--- src/rtl/uart_tx_fifo.sv ---
// uart_tx_fifo: byte FIFO in front of an 8N1/8N2 UART transmitter.
// Bytes enter on a data_en strobe, wait in a small FIFO and go out
// LSB first on tx. busy is high while the FIFO is full; a strobe seen while
// busy is high is ignored.
// Optional build macro: UART_TX_PARITY_EN adds an even-parity bit between
// the data bits and the stop bit(s), which gives 8E1/8E2 frames.
module uart_tx_fifo #(
    parameter int CLK_FREQ   = 12_000_000,
    parameter int BAUD       = 115_200,
    parameter int FIFO_DEPTH = 4,
    parameter int STOP_BITS  = 1
) (
    input  logic       clk,
    input  logic       rst,
    input  logic       data_en,
    input  logic [7:0] data_in,
    output logic       busy,
    output logic       tx
);

    localparam int CLKS_PER_BIT = CLK_FREQ / BAUD;
    localparam int BAUD_W       = (CLKS_PER_BIT > 1) ? $clog2(CLKS_PER_BIT) : 1;
    localparam int PTR_W        = (FIFO_DEPTH > 1) ? $clog2(FIFO_DEPTH) : 1;
    localparam int CNT_W        = PTR_W + 1;

    localparam logic [BAUD_W-1:0] BAUD_LAST = BAUD_W'(CLKS_PER_BIT - 1);
    localparam logic [2:0]        STOP_LAST = 3'(STOP_BITS - 1);
    localparam logic [CNT_W-1:0]  DEPTH_C   = CNT_W'(FIFO_DEPTH);

`ifdef UART_TX_PARITY_EN
    typedef enum logic [2:0] {
        S_IDLE,
        S_START,
        S_DATA,
        S_PARITY,
        S_STOP
    } state_t;
`else
    typedef enum logic [2:0] {
        S_IDLE,
        S_START,
        S_DATA,
        S_STOP
    } state_t;
`endif

    // FIFO storage and control
    logic [7:0]       mem_q [FIFO_DEPTH];
    logic [PTR_W-1:0] wr_ptr_q;
    logic [PTR_W-1:0] rd_ptr_q;
    logic [CNT_W-1:0] count_q;
    logic [CNT_W-1:0] count_d;
    logic             busy_q;
    logic             push;
    logic             pop;
    logic [7:0]       head;

    // Transmitter state
    state_t           state_q;
    logic [BAUD_W-1:0] baud_q;
    logic [2:0]       bit_cnt_q;
    logic [7:0]       shift_q;
    logic             tx_q;
    logic             baud_last;
`ifdef UART_TX_PARITY_EN
    logic             par_q;
`endif

    assign push      = data_en && !busy_q;
    assign head      = mem_q[rd_ptr_q];
    assign baud_last = (baud_q == BAUD_LAST);
    assign busy      = busy_q;
    assign tx        = tx_q;

    // Pop the head when idle, or on the final stop cycle so frames run back to back.
    always_comb begin
        pop = 1'b0;
        if (count_q != '0) begin
            if (state_q == S_IDLE) begin
                pop = 1'b1;
            end else if (state_q == S_STOP && baud_last && bit_cnt_q == STOP_LAST) begin
                pop = 1'b1;
            end
        end
    end

    // Occupancy after this edge; a simultaneous push and pop leaves it unchanged.
    always_comb begin
        count_d = count_q;
        case ({push, pop})
            2'b10:   count_d = count_q + 1'b1;
            2'b01:   count_d = count_q - 1'b1;
            default: count_d = count_q;
        endcase
    end

    // Byte storage: written at the tail on an accepted strobe, never reset.
    always_ff @(posedge clk) begin
        if (push) begin
            mem_q[wr_ptr_q] <= data_in;
        end
    end

    // FIFO pointers, count and the registered full flag; pointers wrap naturally.
    always_ff @(posedge clk) begin
        if (rst) begin
            wr_ptr_q <= '0;
            rd_ptr_q <= '0;
            count_q  <= '0;
            busy_q   <= 1'b0;
        end else begin
            if (push) begin
                wr_ptr_q <= wr_ptr_q + 1'b1;
            end
            if (pop) begin
                rd_ptr_q <= rd_ptr_q + 1'b1;
            end
            count_q <= count_d;
            busy_q  <= (count_d == DEPTH_C);
        end
    end

    // Shift register: loaded on pop, shifted right as each data bit completes.
    always_ff @(posedge clk) begin
        if (pop) begin
            shift_q <= head;
        end else if (state_q == S_DATA && baud_last) begin
            shift_q <= shift_q >> 1;
        end
    end

`ifdef UART_TX_PARITY_EN
    // Even parity of the byte being sent, captured when it leaves the FIFO.
    always_ff @(posedge clk) begin
        if (pop) begin
            par_q <= ^head;
        end
    end
`endif

    // Frame sequencer; tx is registered and updated on the edge that enters each bit.
    always_ff @(posedge clk) begin
        if (rst) begin
            state_q   <= S_IDLE;
            baud_q    <= '0;
            bit_cnt_q <= '0;
            tx_q      <= 1'b1;
        end else begin
            case (state_q)
                S_IDLE: begin
                    tx_q      <= 1'b1;
                    baud_q    <= '0;
                    bit_cnt_q <= '0;
                    if (pop) begin
                        state_q <= S_START;
                        tx_q    <= 1'b0;
                    end
                end
                S_START: begin
                    if (baud_last) begin
                        baud_q    <= '0;
                        bit_cnt_q <= '0;
                        state_q   <= S_DATA;
                        tx_q      <= shift_q[0];
                    end else begin
                        baud_q <= baud_q + 1'b1;
                    end
                end
                S_DATA: begin
                    if (baud_last) begin
                        baud_q <= '0;
                        if (bit_cnt_q == 3'd7) begin
                            bit_cnt_q <= '0;
`ifdef UART_TX_PARITY_EN
                            state_q   <= S_PARITY;
                            tx_q      <= par_q;
`else
                            state_q   <= S_STOP;
                            tx_q      <= 1'b1;
`endif
                        end else begin
                            bit_cnt_q <= bit_cnt_q + 1'b1;
                            tx_q      <= shift_q[1];
                        end
                    end else begin
                        baud_q <= baud_q + 1'b1;
                    end
                end
`ifdef UART_TX_PARITY_EN
                S_PARITY: begin
                    if (baud_last) begin
                        baud_q    <= '0;
                        bit_cnt_q <= '0;
                        state_q   <= S_STOP;
                        tx_q      <= 1'b1;
                    end else begin
                        baud_q <= baud_q + 1'b1;
                    end
                end
`endif
                S_STOP: begin
                    if (baud_last) begin
                        baud_q <= '0;
                        if (bit_cnt_q == STOP_LAST) begin
                            bit_cnt_q <= '0;
                            if (pop) begin
                                state_q <= S_START;
                                tx_q    <= 1'b0;
                            end else begin
                                state_q <= S_IDLE;
                                tx_q    <= 1'b1;
                            end
                        end else begin
                            bit_cnt_q <= bit_cnt_q + 1'b1;
                        end
                    end else begin
                        baud_q <= baud_q + 1'b1;
                    end
                end
                default: begin
                    state_q   <= S_IDLE;
                    baud_q    <= '0;
                    bit_cnt_q <= '0;
                    tx_q      <= 1'b1;
                end
            endcase
        end
    end

endmodule

--- config.mk ---
export PLATFORM = sky130hd
export DESIGN_NAME = uart_tx_fifo
export DESIGN_NICKNAME = d
export VERILOG_FILES = /design/src/rtl/uart_tx_fifo.sv
export SDC_FILE = /design/constraint.sdc
export NUM_CORES = 1
export LEC_CHECK = 0
export CAP_MARGIN = 20
export CORE_ASPECT_RATIO = 0.7
export CORE_MARGIN = 5
export CORE_UTILIZATION = 67
export CTS_BUF_LIST = sky130_fd_sc_hd__clkbuf_4 sky130_fd_sc_hd__clkbuf_8
export CTS_CLUSTER_DIAMETER = 60
export CTS_CLUSTER_SIZE = 24
export DETAILED_ROUTE_END_ITERATION = 10
export GPL_ROUTABILITY_DRIVEN = 0
export PLACE_DENSITY = 0.87
export RECOVER_POWER = 50
export REMOVE_ABC_BUFFERS = 1
export SLEW_MARGIN = 10
export SYNTH_ARGS = -nofsm -noshare
export SYNTH_HDL_FRONTEND = slang
export SYNTH_SLANG_ARGS = --single-unit
--- constraint.sdc ---
create_clock -name clk -period 6.9 [get_ports clk]
set_input_delay 0.69 -clock clk [delete_from_list [all_inputs] [get_ports clk]]
set_output_delay 0.69 -clock clk [all_outputs]
set_load 0.005 [all_outputs]
# After elaboration in Yosys (flattened, before gate mapping)
# Memory sizes are Yosys's and may differ from the RTL's. A register that Yosys moved wholly into a read port is not among the register bits.
# Index checks and enable logic that the tools add are counted.
[classes] n_addsub=6 multipliers=0 div=0 magnitude_cmp=0 n_eq_ne=14 shift=0 n_mux=31 n_bitwise=1 reduce_logical=14
[op_table] cell="$mux 3" n=11
[op_table] cell="$mux 8" n=2
[op_table] cell="$mux 1" n=12
[op_table] cell="$pmux 3 s4" n=1
[op_table] cell="$pmux 3 s3" n=1
[op_table] cell="$ne 2x2->1 const B" n=4
[op_table] cell="$add 7x1->7 const B" n=1
[op_table] cell="$eq 7x7->1 const B" n=1
[op_table] cell="$add 3x1->3 const B" n=2
[op_table] cell="$eq 3x2->1 const B" n=2
[op_table] cell="$eq 3x3->1 const B" n=2
[op_table] cell="$logic_not 3->1" n=2
[op_table] cell="$pmux 3 s2" n=1
[op_table] cell="$reduce_and 6->1" n=1
[op_table] cell="$reduce_or 3->1" n=2
[op_table] cell="$add 2x1->2 const B" n=2
[op_table] cell="$logic_and 1x1->1" n=4
[op_table] cell="$mux 2" n=2
[op_table] cell="$ne 2x1->1 const B" n=2
[op_table] cell="$pmux 1 s4" n=1
[op_table] cell="$reduce_and 4->1" n=1
[op_table] cell="$eq 3x1->1 const B" n=1
[op_table] cell="$reduce_and 3->1" n=1
[op_table] cell="$reduce_bool 3->1" n=1
[op_table] cell="6 further kinds" n=6
[word_totals] reg_bits=30 latch_bits=0 mem_bits_rw=32 romBits=0 inputBits=11 word_cells=76 n_memories=1
[mem_list] memory="mem_q" depth=4 width=8 read_ports=1 rd_ports_with_merged_regs=1 write_ports=1 line="48" rtl="logic [7:0] mem_q [FIFO_DEPTH];"

# Logic depth before layout (Yosys ltp)
# Gate-level depths: netlist of run 1.
[logic_depth] ltp_word=10 depth_mapped=13

# Worst setup path before layout of run 1
# OpenSTA, ideal clock, no wires.
[synth_path] path_kind="register -> register" start="reg state_q[0]" end="reg busy_q (netlist: busy)" setup_ps=132 arrival_ps=2204 slack_ps=4564 path_stages_with_launch=13 path_buffers=1 period_less_slack_ps=2336 cell_sequence="dfxtp_1 > ha_1 > and3b_1 > nand4_2 > nand2_2 > buf_6 > ha_1 > inv_1 > fa_1 > xor2_1 > nor2_1 > xnor2_1 > nor3_1"
[synth_between] elab_chain_cells=9 elab_cells_between_ends=11 cone_classes="eq/ne: 4; mux: 4; reduce/logical: 3"
[synth_lines] element="start: declaration" line="59" rtl="state_t state_q;"
[synth_lines] element="start signal: assignment" line="144" rtl="state_q <= S_IDLE;"
[synth_lines] element="start signal: assignment" line="155" rtl="state_q <= S_START;"
[synth_lines] element="start signal: assignment" line="163" rtl="state_q <= S_DATA;"
[synth_lines] element="$eq 3x2->1" line="81" rtl="end else if (state_q == S_STOP && baud_last && bit_cnt_q == STOP_LAST) begin"
[synth_lines] element="$logic_and 1x1->1 (2 in series)" line="81"
[synth_lines] element="$mux 1" line="81"
[synth_lines] element="$mux 1 *" line="79" rtl="if (state_q == S_IDLE) begin"
[synth_lines] element="$mux 1 *" line="78" rtl="if (count_q != '0) begin"
[synth_lines] element="$eq 2x1->1 or $eq 2x2->1 (tied branches)" line="90" rtl="case ({push, pop})"
[synth_lines] element="$pmux 3 s2 *" line="90"
[synth_lines] element="$eq 3x3->1 *" line="119" rtl="busy_q <= (count_d == DEPTH_C);"
[synth_lines] element="end signal: assignment" line="119"
[synth_lines] element="end: declaration" line="53" rtl="logic busy_q;"
# Mark *: on every way between the ends. The rest lies on a longest branch, timed or not.
# A chain may end at the register's enable or synchronous reset.

# Worst setup path in the final report of run 1
# Ends and elaborated chain as after synthesis.

==> out/metrics.yaml, run 1 <==
status:
  status: "finished, final reports clean"
job:
  maxCapViolations: 0
setup_path:
  cp_cell_sequence: "ha_1, and3b_1, nand4_1, nand2_1, ha_1, inv_1, fa_1, xor2_1, nor2_1, xnor2_1, nor3_1"
  required_ns: 7.10
  path_class: "reg -> reg"
  critical_path.max_stage_delay_ns: 0.54
  startpoint_type: "flip-flop"
  cp.arrival_ns: 3.24
  crit_path_max_fanout: 12
  critPathSlowestCell: "nand2_1"
  path_common_cell: "ha_1"
  worstSetupEndpointType: "flip-flop"
layout:
  multi_input_comb_area_um2: 1030
  diodes: 0
  seq_area_um2: 1660
  layout_common_cells: "edfxtp_1, dfxtp_1, nor2_1"
  area_delta_synth_final_pct: 12.5
  layout-drive-gt1-share_pct: 15.5
  layout_commonest_cell: "edfxtp_1"
  fillerInstances: 211
  finish.net_count: 239
clocking:
  numCtsBuffers: 9
  cts_tree: "built"
  ctsResizeCount: 0
  cts-root-buf: "clkbuf_8"
  ctsHoldBuffers: 0
  cts_setup_buffers: 0
  htreeDepth: 3
  cts_buffer_depth: 2
  insertion_delay_ns: 0.35
  clk_pin_slew_ns: 0.07
  cts.sinks: 63
sta:
  layout_setup_ws_ns: 3.86
  final-hold-violation-count: 0
  fin_skew_ns: 0.00819
  setup_violations: 0
  tightest_slew_ns: 0.687
  setup_tns_ns: 0
  slew_viol_final: 0
  rsz0062_at_grt: "no"
  fin_crit_sh_pct: 44.0
  fmax_mhz: 329
  max_slew_margin_pct: 54.1
  finalCriticalPeriod_ns: 3.04
  whs_ns: 0.470
grt:
  overflow: 0
  antenna_found_initial: 0
  grt_pass1_vias: 1689
  grt_max_degree: 20
  track_usage_pct: 21.8
  grt_first_pass_wirelength_um: 8930
synthesis:
  syn_area_per_cell_um2: 14.1
  synth-seq-cells: 63
  yosysTopAreaCell: "edfxtp_1"
  synthArstFlopShare_pct: 0
  netlist_area_um2: 2800
  ys_seq_area_share_pct: 59.4
  synthFlopType: "edfxtp_1"
  synth_edf_count: 40
  yosys.area.top_type_share_pct: 42.9
  synth.distinct_cells: 44
  yosysWarnings: 0
  synthTopCellsByArea: "edfxtp_1, dfxtp_1, ha_1, mux2_4, mux4_1"
  synth_cells: 198
pwr:
  ir_worst_vdd_v: 0.000329
  seq_power_share_pct: 41.9
  power.switching_w: 0.000407
  p_comb_share_pct: 30.5
  internal_power_w: 0.000905
  p_leak_nw: 1.18
  p_clk_share_pct: 27.6
  power_w: 0.00131
  power_density_nw_per_um2: 417
  switching_share_pct: 31.0
drt:
  drc: 0
  wl_per_cell_um: 19.4
  drt_iter0_drc: 157
  first_pass_iters: 4
  antenna_left: 0
  wl_um: 5250
  viasPerCell: 5.98
  vias: 1621
hold_path:
  hold_path_class: "reg -> reg"
place:
  io_buffer_count: 12
  pre_cts_ws_ns: 4.03
  dp_hpwl_um: 3530
floorplanning:
  num_rows: 19
  ios: 13
  core_um2: 3970
  start_util_pct: 70.5
  die_y_um: 64.1
  die_w_um: 87.3
  die-area_um2: 5590
## power by group through the flow
stage | logic [W] | clock network (W) | registers, W
after CTS | 0.000403 | 0.000363 | 0.000548
after global placement | 0.000370 | 0 | 0.000549
after detailed placement | 0.000395 | 0 | 0.000554
final | 0.000401 | 0.000362 | 0.000549
after global routing | 0.000441 | 0.000384 | 0.000559
after floorplan | 0.000308 | 0 | 0.000537
## metal layers
metal	vias to the layer above	track usage [%]	part of all wire, %
li1	746	-	-
met1	797	28.3	44
met2	62	33.4	48
met3	16	8.99	5.7
met4	0	7.28	2.4
met5	-	0	0
## logic make-up after synthesis
logic type	share of synthesized area, %
xor+xnor	2.82
compound gates	4.65
buf+inv	3.58
mux	12.7
simple gates	10.4
fa+ha+maj	6.53
flops	59.4
## layout make-up
| class | count | share of cell area (%) |
|---|---|---|
| Clock buffer | 9 | 3.93 |
| Clock inverter | 7 | 3.30 |
| Inverter | 12 | 1.43 |
| Multi-Input combinational cell | 116 | 32.7 |
| Sequential cell | 63 | 52.8 |
| Tap cell | 52 | 2.07 |
| Timing Repair Buffer | 12 | 3.82 |
## synth_stat cells, types with 2 or more instances
library cell	number
mux2i_1	2
nand2_1	6
mux4_1	4
or3_1	2
nand3_1	3
mux4_2	4
inv_1	12
clkbuf_1	2
dfxtp_1	23
a21oi_1	12
nor3_1	2
nand2b_1	3
nor2b_1	5
ha_1	13
xnor2_1	4
clkbuf_8	2
edfxtp_1	40
xor2_1	5
and2_1	5
nor2_1	17
mux2_2	3
mux2_4	7
## worst max-delay path, delay by kind of cell, from the launching register on
kind | cells | cell delay (ns)
and+or+nand+nor | 5 | 1.08
DFF | 1 | 0.39
adders and majority gates | 3 | 0.97
buffers and inverters | 1 | 0.07
xor gates and xnor gates | 2 | 0.38
## path summary, 6_finish.rpt
path	cells past startpoint	slack (ns)	from	end
worst max-delay path	11	3.86	state_q[0]$_SDFFE_PP0P_	busy$_SDFF_PP0_
worst min-delay path	1	0.47	baud_q[0]$_SDFF_PP0_	baud_q[0]$_SDFF_PP0_
worst max register to register	11	3.86	state_q[0]$_SDFFE_PP0P_	busy$_SDFF_PP0_
worst min register to register	1	0.47	baud_q[0]$_SDFF_PP0_	baud_q[0]$_SDFF_PP0_
## state kept, by name, summed over array words and instances (netlist names), named ones only
signal / cells
rd_ptr_q: 2
count_q: 3
bit_cnt_q: 3
busy: 1
baud_q: 7
tx: 1
wr_ptr_q: 2
shift_q: 8
mem_q: 32
state_q: 2
## metrics by stage
| step | instance area [um^2] | instances | utilization, % |
|---|---|---|---|
| 2_1_floorplan | 2740 | 191 | - |
| 6_report | 3150 | 271 | 79.3 |
| 3_5_place_dp | 2930 | 255 | 73.8 |
| 4_1_cts | 3160 | 271 | 79.5 |
| 5_1_grt | 3150 | 271 | 79.3 |
| 3_3_place_gp | 2930 | 255 | 73.8 |
(Power assumes the default switching activity.)
==> run 2: changes to the inputs <==
--- a/config.mk
+++ b/config.mk
@@ -8,13 +8,13 @@
 export CAP_MARGIN = 20
 export CORE_ASPECT_RATIO = 0.7
 export CORE_MARGIN = 5
-export CORE_UTILIZATION = 67
+export CORE_UTILIZATION = 62
 export CTS_BUF_LIST = sky130_fd_sc_hd__clkbuf_4 sky130_fd_sc_hd__clkbuf_8
 export CTS_CLUSTER_DIAMETER = 60
 export CTS_CLUSTER_SIZE = 24
 export DETAILED_ROUTE_END_ITERATION = 10
 export GPL_ROUTABILITY_DRIVEN = 0
-export PLACE_DENSITY = 0.87
+export PLACE_DENSITY = 0.82
 export RECOVER_POWER = 50
 export REMOVE_ABC_BUFFERS = 1
 export SLEW_MARGIN = 10
==> constraint.sdc (replaced) <==
create_clock -name clk -period 3 [get_ports clk]
set_input_delay 0.3 -clock clk [delete_from_list [all_inputs] [get_ports clk]]
set_output_delay 0.3 -clock clk [all_outputs]
set_load 0.005 [all_outputs]
==> run 2 against run 1 <==
- via count down 1.0%
- routed wire length down 4.4%
- highest routed layer unchanged
- first-iteration DRC count down 25%
- clock skew down 0.0019 ns
- hold slack worse by 0.013 ns
- clock power up 69%
- sequential power up 130%
==> out/metrics.yaml, run 2 (synthesis gave the netlist of run 1 again) <==
status:
  status: "finished, final reports clean"
drt:
  drc: 0
  drt_iter0_drc: 117
  first_pass_iters: 4
  wl_um: 5020
  vias: 1604
  wl_per_cell_um: 18.2
  antenna_left: 0
  viasPerCell: 5.81
grt:
  use_met1_pct: 21.8
  grtUsageMet3_pct: 8.08
  grt_first_pass_wirelength_um: 8380
  overflow: 0
  track_usage_pct: 18.8
  use_met2_pct: 31.7
  antenna_found_initial: 0
  grt_max_degree: 20
  grt_most_used_layer: "met2"
  grt_pass1_vias: 1699
clocking:
  cts.sinks: 63
  cts_setup_buffers: 0
  cts-root-buf: "clkbuf_8"
  cts_tree: "built"
  cts_buffer_depth: 2
  numCtsBuffers: 9
  ctsHoldBuffers: 0
  htreeDepth: 3
  ctsResizeCount: 0
  insertion_delay_ns: 0.34
  clk_pin_slew_ns: 0.06
layout:
  largest_reg_flops: 32
  final_cells: 276
  layout_commonest_cell: "edfxtp_1"
  top_register: "mem_q"
  fillerInstances: 292
  largestRegisters: "mem_q (32), shift_q (8), baud_q (7)"
  finish.net_count: 241
  diodes: 0
  layout-drive-gt1-share_pct: 16.3
  layout_common_cells: "edfxtp_1, dfxtp_1, nor2_1"
  area_delta_synth_final_pct: 11.0
sta:
  whs_ns: 0.457
  setup_violations: 0
  rsz0062_at_grt: "no"
  setup_tns_ns: 0
  tightest_slew_ns: 0.687
  final-hold-violation-count: 0
  slew_viol_final: 0
  fmax_mhz: 396
  max_slew_margin_pct: 54.1
  fin_skew_ns: 0.00626
  finalCriticalPeriod_ns: 2.53
  fin_crit_sh_pct: 84.2
pwr:
  power_density_nw_per_um2: 906
  ir_worst_vdd_v: 0.000654
  p_leak_nw: 1.17
floorplanning:
  die_w_um: 90.3
  start_util_pct: 64.3
  die_y_um: 66.2
  num_rows: 20
  ios: 13
  die-area_um2: 5980
  core_um2: 4350
setup_path:
  path_class: "reg -> reg"
  worstSetupEndpointType: "flip-flop"
  required_ns: 3.19
  crit_path_max_fanout: 6
  cp.arrival_ns: 2.72
  reg2reg_from: "state_q[1]$_SDFFE_PP0P_"
  startpoint: "state_q[1]$_SDFFE_PP0P_"
  startpoint_type: "flip-flop"
place:
  dp.cells: 260
  io_buffer_count: 12
  dp_hpwl_um: 3680
job:
  maxCapViolations: 0
hold_path:
  hold_path_class: "reg -> reg"
  min_from: "baud_q[0]$_SDFF_PP0_"
run 2: cell count changes in the layout (fill, tap and decap cells not counted), moves of 2 or more:
cell / before / now
dlygate4sd3_1: 12 / 10
and2_0: 0 / 3
clkbuf_4: 0 / 2
bufinv_16: 2 / 0
and2_1: 5 / 2
clkinv_4: 2 / 0
clkinv_2: 0 / 2
inv_6: 3 / 0
clkdlybuf4s50_1: 0 / 2
clkinv_1: 0 / 2
run 2: critical path, cell delays in order, from the launching register on:
cell and delay, ns:
dfxtp_1 0.41, ha_1 0.29, and3b_1 0.22, nand4_2 0.17, nand2_2 0.12, ha_1 0.19, inv_1 0.06, fa_1 0.37
xor2_1 0.17, nor2_1 0.15, xnor2_1 0.16, nor3_1 0.07
run 2: metal layers:
layer	wire length, um	share of wire (%)
met4	65	1.3
met3	290	5.8
met2	2530	50
met1	2130	42
met5	0	0
run 2: cell type report:
cell class | count | area (um^2) | area share [%]
Sequential cell | 63 | 1660 | 53.5
Multi-Input combinational cell | 116 | 1040 | 33.4
Clock buffer | 11 | 139 | 4.47
Timing Repair Buffer | 14 | 131 | 4.23
Tap cell | 55 | 68.8 | 2.21
Inverter | 12 | 45.0 | 1.45
Clock inverter | 5 | 25.0 | 0.805
run 2: path summary, 6_finish.rpt:
path	to	slack [ns]	cells past startpoint
min reg2reg	baud_q[0]$_SDFF_PP0_	0.46	1
max reg2reg	busy$_SDFF_PP0_	0.47	11
max	busy$_SDFF_PP0_	0.47	11
min	baud_q[0]$_SDFF_PP0_	0.46	1
run 2: through the flow:
stage	cell area [um^2]	util, %	setup slack, ns	total power, W
after floorplan	2740	-	0.635	0.00194
after global placement	2950	67.7	0.728	0.00213
after detailed placement	2950	67.7	0.516	0.00222
after CTS	3110	71.5	0.486	0.00284
after global routing	3110	71.4	0.360	0.00299
final	3110	71.4	0.473	0.00282
run 2: where the power goes:
group	internal (W)	switching [W]
registers	0.00115	0.000118
logic	0.000474	0.000466
clock network	0.000309	0.000302
total	0.00193	0.000885
==> run 3: changes to the inputs <==
==> constraint.sdc (replaced) <==
create_clock -name clk -period 2.5 [get_ports clk]
set_input_delay 0.25 -clock clk [delete_from_list [all_inputs] [get_ports clk]]
set_output_delay 0.25 -clock clk [all_outputs]
set_load 0.005 [all_outputs]
==> run 3 against run 2 <==
- non-clock buffer count increased by 1
- routed wire length decreased by 2.2%
- clock skew increased by 0.0026 ns
- setup slack got worse by 0.36 ns
- clock power increased by 74%
- die area unchanged
- global-route usage decreased by 0.81 points
- fmax increased by 6.0%
- final area increased by 3.7%
- total power increased by 32%
- combinational power increased by 20%
- hold slack about the same
==> out/metrics.yaml, run 3 (synthesis gave the netlist of run 1 again) <==
floorplanning:
  ios: 13
  die_w_um: 90.3
  num_rows: 20
  core_um2: 4350
  die-area_um2: 5980
  die_y_um: 66.2
  start_util_pct: 64.3
layout:
  area_delta_synth_final_pct: 15.2
  multi_input_comb_area_um2: 1070
  fillerInstances: 294
  finish.net_count: 242
  largest_reg_flops: 32
  largestRegisters: "mem_q (32), shift_q (8), baud_q (7)"
  seq_area_um2: 1660
  final_area_um2: 3220
  layout_commonest_cell: "edfxtp_1"
  layout_common_cells: "edfxtp_1, dfxtp_1, nor2_1"
  top_register: "mem_q"
  layout-drive-gt1-share_pct: 18.9
  diodes: 0
grt:
  antenna_found_initial: 0
  overflow: 0
  track_usage_pct: 18.0
  grt_max_degree: 14
  grt_pass1_vias: 1647
  grt_first_pass_wirelength_um: 8010
sta:
  tightest_slew_ns: 0.632
  layout_setup_ws_ns: 0.117
  fin_skew_ns: 0.00885
  fin_crit_sh_pct: 95.3
  slew_viol_final: 0
  finalCriticalPeriod_ns: 2.38
  fmax_mhz: 420
  setup_violations: 0
  max_slew_margin_pct: 57.9
  final-hold-violation-count: 0
clocking:
  cts-root-buf: "clkbuf_8"
  cts_tree: "built"
  cts_setup_buffers: 0
  numCtsBuffers: 9
  insertion_delay_ns: 0.33
  cts.sinks: 63
  clk_pin_slew_ns: 0.06
  ctsHoldBuffers: 0
  htreeDepth: 3
  ctsResizeCount: 0
  cts_buffer_depth: 2
drt:
  vias: 1610
  drt_iter0_drc: 117
  first_pass_iters: 4
  viasPerCell: 5.81
  wl_per_cell_um: 17.7
  antenna_left: 0
  wl_um: 4910
  drc: 0
place:
  io_buffer_count: 12
  place_area_um2: 2960
  dp_hpwl_um: 3360
  pre_cts_ws_ns: 0.102
setup_path:
  path_class: "reg -> reg"
  startpoint_type: "flip-flop"
  reg2reg_from: "state_q[1]$_SDFFE_PP0P_"
  rr_endpoint: "busy$_SDFF_PP0_"
  reg2reg_depth: 11
  cp.arrival_ns: 2.63
  crit_path_max_fanout: 6
  required_ns: 2.75
  rrSetupSlack_ns: 0.12
  worstSetupEndpointType: "flip-flop"
pwr:
  power_density_nw_per_um2: 1150
  ir_worst_vdd_v: 0.000784
  p_leak_nw: 1.20
hold_path:
  worstHoldEndpoint: "baud_q[0]$_SDFF_PP0_"
  min_from: "baud_q[0]$_SDFF_PP0_"
  hold_path_depth: 1
  hold_path_class: "reg -> reg"
status:
  status: "finished, final reports clean"
job:
  maxCapViolations: 0
-- run 3: worst max path at each step --
stage                                   start         endpoint  slack [ns]  cells past startpoint
floorplan             state_q[0]$_SDFFE_PP0P_  busy$_SDFF_PP0_        0.14                     11
global placement      state_q[0]$_SDFFE_PP0P_  busy$_SDFF_PP0_        0.26                     11
detailed placement    state_q[0]$_SDFFE_PP0P_  busy$_SDFF_PP0_        0.10                     11
CTS                   state_q[0]$_SDFFE_PP0P_  busy$_SDFF_PP0_        0.03                     11
global route        bit_cnt_q[0]$_SDFFE_PP0P_  busy$_SDFF_PP0_      -0.003                     12
finish                state_q[1]$_SDFFE_PP0P_  busy$_SDFF_PP0_        0.12                     11
-- run 3: layer usage --
| layer | global-route usage (%) | share of wire [%] | wire (um) | up-vias |
|---|---|---|---|---|
| li1 | - | - | - | 760 |
| met1 | 23.0 | 44 | 2170 | 787 |
| met2 | 28.1 | 47 | 2320 | 48 |
| met3 | 7.39 | 6.3 | 308 | 15 |
| met4 | 6.13 | 2.3 | 112 | 0 |
| met5 | 0 | 0 | 0 | - |
-- run 3: stage by stage --
step	std cells	power (W)	hold WS, ns	util [%]	setup TNS, ns
4_1_cts	277	0.00372	0.457	73.5	0
2_1_floorplan	191	0.00233	0.319	-	0
6_report	277	0.00371	0.457	74.0	0
3_3_place_gp	261	0.00256	0.428	67.9	0
3_5_place_dp	261	0.00264	0.447	67.9	0
5_1_grt	277	0.00390	0.484	74.0	-0.00285
-- run 3: critical path: stages, from the launching register on --
cell,delay (ns)
dfxtp_1,0.42
ha_4,0.19
and3b_2,0.23
nand4_4,0.13
nand2_2,0.11
ha_2,0.19
inv_1,0.05
fa_1,0.38
xor2_1,0.21
nor2_1,0.07
xnor2_1,0.14
nor3_1,0.18
-- run 3: report_power, final --
part / leakage [nW] / switching (W) / total (W) / internal [W]
Combinational: 0.516 / 0.000558 / 0.00113 / 0.000571
Sequential: 0.558 / 0.000144 / 0.00152 / 0.00138
Clock: 0.122 / 0.000373 / 0.00106 / 0.000686
Total: 1.20 / 0.00108 / 0.00371 / 0.00263
-- run 3: cell type report --
type / instances / share of cell area [%]
Sequential cell: 63 / 51.6
Multi-Input combinational cell: 116 / 33.1
Clock buffer: 10 / 4.27
Clock inverter: 6 / 3.34
Tap cell: 55 / 2.14
Inverter: 12 / 1.40
Timing Repair Buffer: 15 / 4.19
